<file path="src/rtl/i2s_source.sv">
`default_nettype none
// ============================================================================
//  Module      : i2s_source
//  Description : I2S transmitter. Takes left/right sample pairs from an
//                upstream FIFO handshake and serialises them as 64-bit frames.
//  Revision    : 1.0 - initial release
// ============================================================================
module i2s_source #(
    parameter int SAMPLE_WIDTH = 24,
    parameter int MCLK_PER_BCK = 4
) (
    input  logic                    i2s_master_clk,
    input  logic                    reset,
    input  logic                    enable,
    input  logic                    sample_clk,
    input  logic                    samples_valid,
    input  logic [SAMPLE_WIDTH-1:0] samples_data,
    output logic                    samples_ready,
    output logic                    bck,
    output logic                    lrck,
    output logic                    sdata,
    output logic                    underflow
);

    localparam int              c_PW      = $clog2(MCLK_PER_BCK);
    localparam logic [c_PW-1:0] c_PH_LAST = c_PW'(MCLK_PER_BCK - 1);
    localparam logic [c_PW-1:0] c_PH_HALF = c_PW'(MCLK_PER_BCK / 2);
    localparam logic [5:0]      c_SW      = 6'(SAMPLE_WIDTH);

    // The FIFO handshake is sampled on the master clock; sample_clk is unused.
    logic w_unused_sample_clk;
    assign w_unused_sample_clk = sample_clk;

    // Frame counter c held as (bit index, phase within the bit).
    logic [5:0]              r_bit;
    logic [c_PW-1:0]         r_ph;
    logic                    r_running;
    logic [SAMPLE_WIDTH-1:0] r_left;
    logic [SAMPLE_WIDTH-1:0] r_right;
    logic                    r_have_left;
    logic                    r_pair_full;
    logic [SAMPLE_WIDTH-1:0] r_tx_left;
    logic [SAMPLE_WIDTH-1:0] r_tx_right;

    logic                    w_frame_start;
    logic                    w_accept;
    logic [5:0]              w_bit_next;
    logic [c_PW-1:0]         w_ph_next;
    logic [4:0]              w_k;
    logic [5:0]              w_idx;
    logic [SAMPLE_WIDTH-1:0] w_word;
    logic [SAMPLE_WIDTH-1:0] w_shifted;
    logic                    w_sdata_next;

    assign samples_ready = enable && !r_pair_full && !reset;
    assign w_accept      = samples_valid && samples_ready;

    always_comb begin
        w_frame_start = enable && (!r_running || (r_bit == 6'd63 && r_ph == c_PH_LAST));
        w_bit_next    = r_bit;
        w_ph_next     = r_ph;
        if (!enable || w_frame_start) begin
            w_bit_next = '0;
            w_ph_next  = '0;
        end else if (r_ph == c_PH_LAST) begin
            w_bit_next = r_bit + 6'd1;
            w_ph_next  = '0;
        end else begin
            w_ph_next = r_ph + c_PW'(1);
        end

        // On a frame-start edge k is 0, so the stale shift words never reach sdata.
        w_k          = w_bit_next[4:0];
        w_idx        = c_SW - {1'b0, w_k};
        w_word       = w_bit_next[5] ? r_tx_right : r_tx_left;
        w_shifted    = w_word >> w_idx;
        w_sdata_next = (w_k != 5'd0) && ({1'b0, w_k} <= c_SW) && w_shifted[0];
    end

    always_ff @(posedge i2s_master_clk) begin
        if (reset || !enable) begin
            r_bit       <= '0;
            r_ph        <= '0;
            r_running   <= 1'b0;
            r_left      <= '0;
            r_right     <= '0;
            r_have_left <= 1'b0;
            r_pair_full <= 1'b0;
            r_tx_left   <= '0;
            r_tx_right  <= '0;
            bck         <= 1'b0;
            lrck        <= 1'b0;
            sdata       <= 1'b0;
            underflow   <= 1'b0;
        end else begin
            r_running <= 1'b1;
            r_bit     <= w_bit_next;
            r_ph      <= w_ph_next;
            bck       <= (w_ph_next >= c_PH_HALF);
            lrck      <= w_bit_next[5];
            sdata     <= w_sdata_next;
            underflow <= w_frame_start && !r_pair_full;

            if (w_frame_start) begin
                if (r_pair_full) begin
                    r_tx_left   <= r_left;
                    r_tx_right  <= r_right;
                    r_pair_full <= 1'b0;
                end else begin
                    r_tx_left  <= '0;
                    r_tx_right <= '0;
                end
            end

            // Acceptance cannot coincide with a pair load: ready is low while pair_full.
            if (w_accept) begin
                if (!r_have_left) begin
                    r_left      <= samples_data;
                    r_have_left <= 1'b1;
                end else begin
                    r_right     <= samples_data;
                    r_have_left <= 1'b0;
                    r_pair_full <= 1'b1;
                end
            end
        end
    end

endmodule
`default_nettype wire

</file>
<file path="config.mk">
export PLATFORM = sky130hd
export DESIGN_NAME = i2s_source
export DESIGN_NICKNAME = d
export VERILOG_FILES = /design/src/rtl/i2s_source.sv
export SDC_FILE = /design/constraint.sdc
export NUM_CORES = 1
export LEC_CHECK = 0
export ABC_AREA = 1
export CORE_AREA = 2 2 101 103
export DETAILED_ROUTE_END_ITERATION = 10
export DIE_AREA = 0 0 103 105
export GPL_TIMING_DRIVEN = 0
export PLACE_DENSITY = 0.68
export SLEW_MARGIN = 20
export SYNTH_ARGS = -nofsm -noshare
export SYNTH_HDL_FRONTEND = slang
export SYNTH_SLANG_ARGS = --single-unit
export TNS_END_PERCENT = 50
</file>
<file path="constraint.sdc">
create_clock -name i2s_master_clk -period 4.9 [get_ports i2s_master_clk]
set_clock_uncertainty 0.2 [all_clocks]
set_input_delay 0.98 -clock i2s_master_clk [delete_from_list [all_inputs] [get_ports i2s_master_clk]]
set_output_delay 0.98 -clock i2s_master_clk [all_outputs]
set_load 0.05 [all_outputs]
</file>
-- Word-level counts from Yosys, hierarchy flattened
Cells that the tools add are included.
- input bits: 29
- word-level logic and storage cells: 52
- output and inout bits: 5
- bits in registers: 111
- $add $sub $neg: 3
- reduce and logical (&&, ||, !) cells: 18
- magnitude comparators: 2
- multiplexer cells: 12
- equal/unequal tests: 2
- bitwise operators: 1
- shift-type cells: 1
- operators with widths (operator ; number):
    24-bit two-way mux ; 3
    24-bit by 6-bit right shift with 1-bit output ; 1
    6-bit two-way mux ; 2
    1-bit logical AND ; 8
    6-bit by 1-bit adder with 6-bit output (second input constant) ; 1
    6-bit equality test (second input constant) ; 1
    5-bit by 5-bit subtractor with 6-bit output (first input constant) ; 1
    5-bit <= comparator (second input constant) ; 1
    1-bit two-way mux ; 5
    5-bit nonzero test ; 1
    1-bit zero test ; 4
    2-bit two-way mux ; 2
    2-bit AND reduction ; 2
    1-bit logical OR ; 3
    2-bit by 1-bit adder with 2-bit output (second input constant) ; 1
    2-bit equality test (second input constant) ; 1
    2-bit >= comparator (second input constant) ; 1
    1-bit inverter ; 1

-- Longest topological paths before layout
Gate-level depths: netlist of run 1.
- depth after elaboration: 9
- gate-level depth with buffers: 18
- gate-level depth less buffers: 17

-- Worst setup path before layout of run 1
No wires, ideal clock.
- path kind: in2out
- start: input port enable
- end: output port samples_ready
- arrival: 1.951 ns
- data required time: 3.720 ns
- buffers on the path: 0
- stages: 4
- setup slack: 1.769 ns
- path through: inv_1 -> nor2_2 -> inv_1 -> nor2_1
- word-level cells in the longest chain between the ends: 2
- ends and longest elaborated chain (item ; line ; source):
    start, declared ; 14 ; input logic enable,
    1-bit logical AND (2 in a row) ; 55 ; assign samples_ready = enable && !r_pair_full && !reset;
    end, declared ; 18 ; output logic samples_ready,
No other way between the ends.

-- Worst setup path after layout of run 1
Same ends and word-level chain as after synthesis.

==> results of run 1 <==
-- through the flow --
| stage | setup WS [ns] | instances | cell area, sq um |
|---|---|---|---|
| final | 0.677 | 812 | 5430 |
| after global routing | 0.647 | 812 | 5430 |
| after CTS | 0.716 | 812 | 5430 |
| after detailed placement | 0.738 | 796 | 5220 |
| after global placement | 0.740 | 796 | 5220 |
| after floorplan | 1.77 | 631 | 4730 |
-- path summary, 6_finish.rpt --
kind | cells past startpoint | to | slack (ns)
min reg2reg | 1 | r_ph[0] | 0.24
max | 6 | samples_ready | 0.68
max reg2reg | 17 | sdata | 2.01
min | 1 | r_ph[0] | 0.24
-- power by group through the flow --
stage	logic, mW	clock network (mW)	registers [mW]
6_report	0.127	0.592	0.910
5_1_grt	0.142	0.637	0.911
4_1_cts	0.126	0.597	0.910
3_5_place_dp	0.125	0	0.931
3_3_place_gp	0.124	0	0.930
2_1_floorplan	0.0737	0	0.930
-- cells by family (layout without fill, tap and decap cells) --
kind of cell    count (synthesis)  in the layout  synth area share
flops                         110            110             0.466
xor+xnor                        3              3           0.00556
compound gates                103            103             0.112
mux                             1              1           0.00238
simple gates                  343            343             0.341
buf+inv                        68            116            0.0659
fa+ha+maj                       3              3           0.00794
-- layout by cell type, fill, tap and decap left out, types with 3 or more instances in the layout --
cell type                           n
sky130_fd_sc_hd__inv_1             15
sky130_fd_sc_hd__nor3_1            49
sky130_fd_sc_hd__dfxtp_1          110
sky130_fd_sc_hd__clkbuf_1          31
sky130_fd_sc_hd__nand2_1           96
sky130_fd_sc_hd__buf_2             10
sky130_fd_sc_hd__clkdlybuf4s50_1   32
sky130_fd_sc_hd__a21oi_1           97
sky130_fd_sc_hd__nand2_4            3
sky130_fd_sc_hd__buf_4              6
sky130_fd_sc_hd__nor2_1            64
sky130_fd_sc_hd__ha_1               3
sky130_fd_sc_hd__nand3_1          115
sky130_fd_sc_hd__clkbuf_8           9
sky130_fd_sc_hd__nand2_2            4
-- registers in the layout (all words and copies together), names as in the netlist --
signal / cells
r_tx_right: 24
r_ph: 2
r_left: 24
r_bit: 5
r_pair_full: 1
sdata: 1
r_have_left: 1
r_right: 24
underflow: 1
r_running: 1
lrck: 1
bck: 1
r_tx_left: 24
-- cells in the mapped netlist (2+ instances only) --
| cell type | count | area (sq um) |
|---|---|---|
| sky130_fd_sc_hd__inv_1 | 15 | 56.3 |
| sky130_fd_sc_hd__nor2_2 | 2 | 12.5 |
| sky130_fd_sc_hd__a21oi_1 | 97 | 485 |
| sky130_fd_sc_hd__nand2_4 | 3 | 33.8 |
| sky130_fd_sc_hd__o21ai_0 | 2 | 10.0 |
| sky130_fd_sc_hd__buf_2 | 10 | 50.1 |
| sky130_fd_sc_hd__nor2_1 | 64 | 240 |
| sky130_fd_sc_hd__nand2_1 | 96 | 360 |
| sky130_fd_sc_hd__buf_4 | 6 | 45.0 |
| sky130_fd_sc_hd__ha_1 | 3 | 37.5 |
| sky130_fd_sc_hd__dfxtp_1 | 110 | 2200 |
| sky130_fd_sc_hd__nand3_1 | 115 | 576 |
| sky130_fd_sc_hd__buf_1 | 2 | 7.51 |
| sky130_fd_sc_hd__nor3_1 | 49 | 245 |
| sky130_fd_sc_hd__nand3_2 | 2 | 20.0 |
| sky130_fd_sc_hd__nand2_2 | 4 | 25.0 |
| sky130_fd_sc_hd__a211oi_1 | 2 | 15.0 |
| sky130_fd_sc_hd__xor2_1 | 2 | 17.5 |
| sky130_fd_sc_hd__clkbuf_1 | 30 | 113 |
| sky130_fd_sc_hd__nor2_4 | 2 | 22.5 |
-- final cells by class --
type | instances | area, sq um
inverters | 18 | 70.1
repair buffers | 32 | 320
flip-flops and latches | 110 | 2200
fillers | 957 | 4210
multi-input cells | 453 | 2220
well taps | 133 | 166
plain buffers | 50 | 241
clock buffers | 10 | 128
clock inverters | 6 | 86.3
-- critical path, cell delays in order --
cell and delay (ns):
sky130_fd_sc_hd__clkdlybuf4s50_1 0.55, sky130_fd_sc_hd__inv_1 0.15, sky130_fd_sc_hd__nor2_2 0.27, sky130_fd_sc_hd__inv_1 0.09
sky130_fd_sc_hd__nor2_1 0.16, sky130_fd_sc_hd__clkdlybuf4s50_1 0.83
-- routing by layer --
metal | part of all wire | track usage | wire [microns] | up-vias
met4 | 0.018 | 0.0818 | 213 | 0
met5 | 0 | 0 | 0 | -
met2 | 0.45 | 0.363 | 5450 | 108
met3 | 0.048 | 0.0455 | 578 | 19
li1 | - | - | - | 2219
met1 | 0.49 | 0.343 | 5910 | 2034
==> metrics.sh, run 1 <==
RUN_STATUS='completed'
COMB_POWER_SHARE=0.078
ROUTED_WIRELENGTH_MICRONS=12200
CRITPATHKIND='input port to output port'
STARTPOINT='enable'
FINALHOLDVIOLCOUNT=0
CTS-HTREE-LEVELS=3
CTS.REPAIR_TIMING.SETUP_BUFFER_COUNT=0
CTS_MADE_BUFFERS=9
CP-END-KIND='output port'
INITIAL_CORE_UTIL=0.491
VIA_COUNT=4380
SYNTH-SEQ-CELLS=110
PLACEMENT.IO_BUFFERS=32
YOSYSSEQAREASHARE=0.466
ANTENNA_LEFT=0
SYN2LAYOUT_AREA_GROWTH_PCT=14.8
DRT_DRC_VIOLATIONS_LEFT=0
TIMING.RR.START='r_ph[0]'
CTS_TREE='yes'
DRT-WIRELENGTH-PER-CELL_MICRONS=15.0
SYNTH_FLOP_CELL='sky130_fd_sc_hd__dfxtp_1'
DETAILED_PLACE_HPWL_MICRONS=9180
CLOCK_TREE.BUFFER_DEPTH=2
GRT_USAGE=0.241
LEAST_MARGIN_PIN_SLEW_NS=0.613
POWER.NET_SWITCHING_mW=0.392
INTERNAL-POWER_mW=1.24
POWER-PER-CELL-AREA_mW_PER_MM2=300
STARTPOINT_TYPE='input port'
STD_CELL_ROWS=36
FLOORPLAN.DIE_AREA_SQ_MM=0.0108
CTS-ROOT-BUF='sky130_fd_sc_hd__clkbuf_8'
CLKLATENCYLATEPIN_NS=0.39
DRTITER0DRC=259
FINALPOWER_mW=1.63
WORST_VDD_RAIL_IR_DROP_mV=0.191
P_SW_FRAC=0.240
CTS.REPAIR.RESIZED=0
SYNTH.AVG_CELL_AREA_SQ_UM=7.50
COREAREA_SQ_MM=0.00964
ROUTABILITYCONGESTION=0.905
MAXCAPVIOLATIONS=0
LAYOUT.CORE_UTILIZATION=0.563
NUMBER_OF_GLOBAL_ROUTE_VIAS_BEFORE_REPAIR=4206
CLOCK_POWER_SHARE=0.364
DIE_WIDTH_MICRONS=103
TIMING.CRITICAL_PATH.ARRIVAL_NS=3.04
SETUP_TOTAL_NEGATIVE_SLACK_NS=0
WORST-ENDPOINT-REQUIRED_NS=3.72
FINALNETCOUNT=706
POWER.SHARE.SEQUENTIAL=0.558
ACHIEVABLE-FREQUENCY_GHz=0.237
LAYOUT_WORST_PATH_CYCLE_SHARE=0.862
CLOCK-SINKS=110
MAPPEDNETLISTNETS=663
DIE-HEIGHT_MICRONS=105
GRT_PASS1_WL_MICRONS=20300
ASYNCSETRESETFLOPFRACSYNTH=0
GRT_REMAINING_OVERFLOW=0
GRT_ANTENNA_BEFORE_REPAIR=0
YS_TYPES=35
N_ANTENNA_CELL=0
WORSTHOLDSTART='r_ph[0]'
SYN_INST=631
SYNTH_WARNINGS=0
GRT_SETUP_UNREPAIRED='no'
CP_MAX_FO=4
SYNTH_AREA_SQ_MM=0.00473
SLEW_VIOLATIONS=0
FINAL_COUNT_OF_NEGATIVE_SETUP_SLACK_ENDPOINTS=0
FINALCRITICALPERIOD_NS=4.22
MIN_PATH_TYPE='flop to flop'
SYNTH_EDF_COUNT=0
VIASPERCELL=5.39
MAX_SLEW_MARGIN=0.591
WHS_NS=0.240
FINAL_LAYOUT_SIZE_SUFFIX_GT1_FRAC=0.0795
POSTCTSHOLDBUFS=0
PIN_COUNT_OF_THE_BIGGEST_NET_ENTERING_GLOBAL_ROUTING=18
CLKTRANSATPATHREGS_NS=0.11
P_LEAK_nW=1.87
IO-PIN-COUNT=34
DRTPASS1ITERATIONS=4
(Power assumes the default switching activity.)
==> run 2, diff against run 1 <==
--- a/config.mk
+++ b/config.mk
@@ -10,7 +10,7 @@
 export DETAILED_ROUTE_END_ITERATION = 10
 export DIE_AREA = 0 0 103 105
 export GPL_TIMING_DRIVEN = 0
-export PLACE_DENSITY = 0.68
+export PLACE_DENSITY = 0.71
 export SLEW_MARGIN = 20
 export SYNTH_ARGS = -nofsm -noshare
 export SYNTH_HDL_FRONTEND = slang
==> run 2 against run 1 <==
Against the previous run:
- setup slack gained 0.0049 ns
- power shrank 4.5%
- routed wire length fell by 1.1%
- design area down 0.60%
- sequential cell count is the same
- non-clock buffer count stayed put
- combinational power is essentially flat
- global-route usage shrank 1.2 points
- maximum frequency up 0.12%
- critical path depth unchanged
- largest power group unchanged
==> metrics.sh, run 2 (synthesis results as in run 1) <==
CTS.REPAIR.RESIZED=0  # unchanged
GRT_PASS1_WL_MICRONS=19600  # -3.8%
CLOCK-SINKS=110  # unchanged
CLOCK_TREE.BUFFER_DEPTH=2  # unchanged
MIN_PATH_TYPE='flop to flop'
DRT_DRC_VIOLATIONS_LEFT=0  # unchanged
DRTPASS1ITERATIONS=5  # +1
GRT_USAGE=0.229  # -0.0121
CTS_TREE='yes'
GRT_REMAINING_OVERFLOW=0  # unchanged
LAYOUT.CELLS.MOST_COMMON='sky130_fd_sc_hd__nand3_1'
P_LEAK_nW=1.85  # -0.99%
NUMBER_OF_GLOBAL_ROUTE_VIAS_BEFORE_REPAIR=4133  # -1.7%
MOSTFREQUENTLAYOUTCELLS='sky130_fd_sc_hd__nand3_1, sky130_fd_sc_hd__dfxtp_1, sky130_fd_sc_hd__a21oi_1'
ROUTABILITYCONGESTION=0.920  # +1.7%
P_SW_FRAC=0.266  # +0.0261
FINAL_INSTANCE_COUNT_WITHOUT_FILLER_CELLS=812  # unchanged
POWER.NET_SWITCHING_mW=0.415  # +5.9%
CLKTRANSATPATHREGS_NS=0.10  # about the same
IO-PIN-COUNT=34  # unchanged
N_ANTENNA_CELL=0  # unchanged
FINAL_COUNT_OF_NEGATIVE_SETUP_SLACK_ENDPOINTS=0  # unchanged
CP-END-KIND='output port'
DIE_WIDTH_MICRONS=103  # unchanged
GRT_SETUP_UNREPAIRED='no'
POSTCTSHOLDBUFS=0  # unchanged
DIE-HEIGHT_MICRONS=105  # unchanged
INTERNAL-POWER_mW=1.14  # -7.7%
PLACED_CELLS=796  # unchanged
SETUP_TOTAL_NEGATIVE_SLACK_NS=0  # unchanged
CP_MAX_FO=4  # unchanged
CRITPATHKIND='input port to output port'
ACHIEVABLE-FREQUENCY_GHz=0.237  # +0.12%
CTS.REPAIR_TIMING.SETUP_BUFFER_COUNT=0  # unchanged
FINAL_LAYOUT_SIZE_SUFFIX_GT1_FRAC=0.0810  # +0.00147
PIN_COUNT_OF_THE_BIGGEST_NET_ENTERING_GLOBAL_ROUTING=20  # +2
DRT-WIRELENGTH-PER-CELL_MICRONS=14.8  # -1.1%
TIMING.CRITICAL_PATH.ARRIVAL_NS=3.04  # about the same
CTS_MADE_BUFFERS=9  # unchanged
ANTENNA_LEFT=0  # unchanged
FINALHOLDVIOLCOUNT=0  # unchanged
WORST_VDD_RAIL_IR_DROP_mV=0.164  # -14%
POWER.SHARE.SEQUENTIAL=0.584  # +0.026
FINAL.FILL_COUNT=963  # +0.63%
CTS-HTREE-LEVELS=3  # unchanged
STARTPOINT_TYPE='input port'
COMB_POWER_SHARE=0.082  # +0.004
SLEW_VIOLATIONS=0  # unchanged
PLACEMENT.IO_BUFFERS=32  # unchanged
MAX_SLEW_MARGIN=0.559  # -0.0323
ROUTED_WIRELENGTH_MICRONS=12000  # -1.1%
COREAREA_SQ_MM=0.00964  # unchanged
POWER-PER-CELL-AREA_mW_PER_MM2=288  # -3.9%
GRT_ANTENNA_BEFORE_REPAIR=0  # unchanged
POST-ROUTE-WORST-SETUP-SLACK_NS=0.682  # +0.00490 ns
STD_CELL_ROWS=36  # unchanged
MAXCAPVIOLATIONS=0  # unchanged
INITIAL_CORE_UTIL=0.491  # unchanged
VIASPERCELL=5.43  # +0.62%
CLOCK_POWER_SHARE=0.333  # -0.031
DRTITER0DRC=330  # +27%
VIA_COUNT=4407  # +0.62%
CTS-ROOT-BUF='sky130_fd_sc_hd__clkbuf_8'
FINALNETCOUNT=706  # unchanged
FINALCRITICALPERIOD_NS=4.22  # -0.00490 ns
LAYOUT_WORST_PATH_CYCLE_SHARE=0.861  # -0.00100
CLKLATENCYLATEPIN_NS=0.38  # about the same
SYN2LAYOUT_AREA_GROWTH_PCT=14.1
WORST-ENDPOINT-REQUIRED_NS=3.72  # about the same
LEAST_MARGIN_PIN_SLEW_NS=0.662  # +0.0485 ns
PLACE_WS_NS=0.742  # +0.00363 ns
DETAILED_PLACE_HPWL_MICRONS=9030  # -1.6%
FLOORPLAN.DIE_AREA_SQ_MM=0.0108  # unchanged
R2R_SETUP_SLACK_NS=2.02  # about the same
RUN_STATUS='completed'
run 2: cell types whose count changed in the layout (fill, tap and decap cells not counted), sizes merged:
cell / before / now
bufinv: 2 / 0
clkbuf: 40 / 39
clkinvlp: 1 / 2
inv: 17 / 19
run 2: stage by stage:
stage | power (mW) | util | cell area [sq um] | hold WS, ns
finish | 1.56 | 0.560 | 5400 | 0.244
global route | 1.61 | 0.560 | 5400 | 0.276
CTS | 1.56 | 0.560 | 5400 | 0.255
detailed placement | 1.06 | 0.541 | 5220 | 0.240
global placement | 1.05 | 0.541 | 5220 | 0.218
floorplan | 1.00 | - | 4730 | 0.204
run 2: path summary, 6_finish.rpt:
check / start / end / depth (start not counted)
hold / removal: r_ph[0] / r_ph[0] / 1
setup / recovery: enable / samples_ready / 6
hold reg to reg: r_ph[0] / r_ph[0] / 1
setup reg to reg: r_ph[0] / sdata / 17
run 2: area by class of cell:
type                    count  area (sq um)  area share
clock buffers               9           124      0.0229
multi-input cells         453          2220       0.411
inverters                  18          70.1      0.0130
plain buffers              50           241      0.0447
flip-flops and latches    110          2200       0.408
repair buffers             32           320      0.0593
well taps                 133           166      0.0308
clock inverters             7          57.6      0.0107
run 2: metal layers:
| layer | track usage | share of wire | vias up |
|---|---|---|---|
| met2 | 0.348 | 0.45 | 128 |
| met1 | 0.321 | 0.48 | 2047 |
| met3 | 0.0502 | 0.054 | 17 |
| met5 | 0 | 0 | - |
| li1 | - | - | 2215 |
| met4 | 0.0714 | 0.018 | 0 |
run 2: critical path: stages:
cell                              delay [ns]
sky130_fd_sc_hd__clkdlybuf4s50_1        0.54
sky130_fd_sc_hd__inv_1                  0.15
sky130_fd_sc_hd__nor2_2                 0.27
sky130_fd_sc_hd__inv_1                  0.09
sky130_fd_sc_hd__nor2_1                 0.16
sky130_fd_sc_hd__clkdlybuf4s50_1        0.83
run 2: power groups by stage:
stage	Clock, mW	Sequential [mW]	Combinational [mW]
CTS	0.526	0.910	0.126
global placement	0	0.930	0.124
finish	0.519	0.910	0.128
detailed placement	0	0.930	0.125
global route	0.561	0.911	0.141
floorplan	0	0.930	0.0737
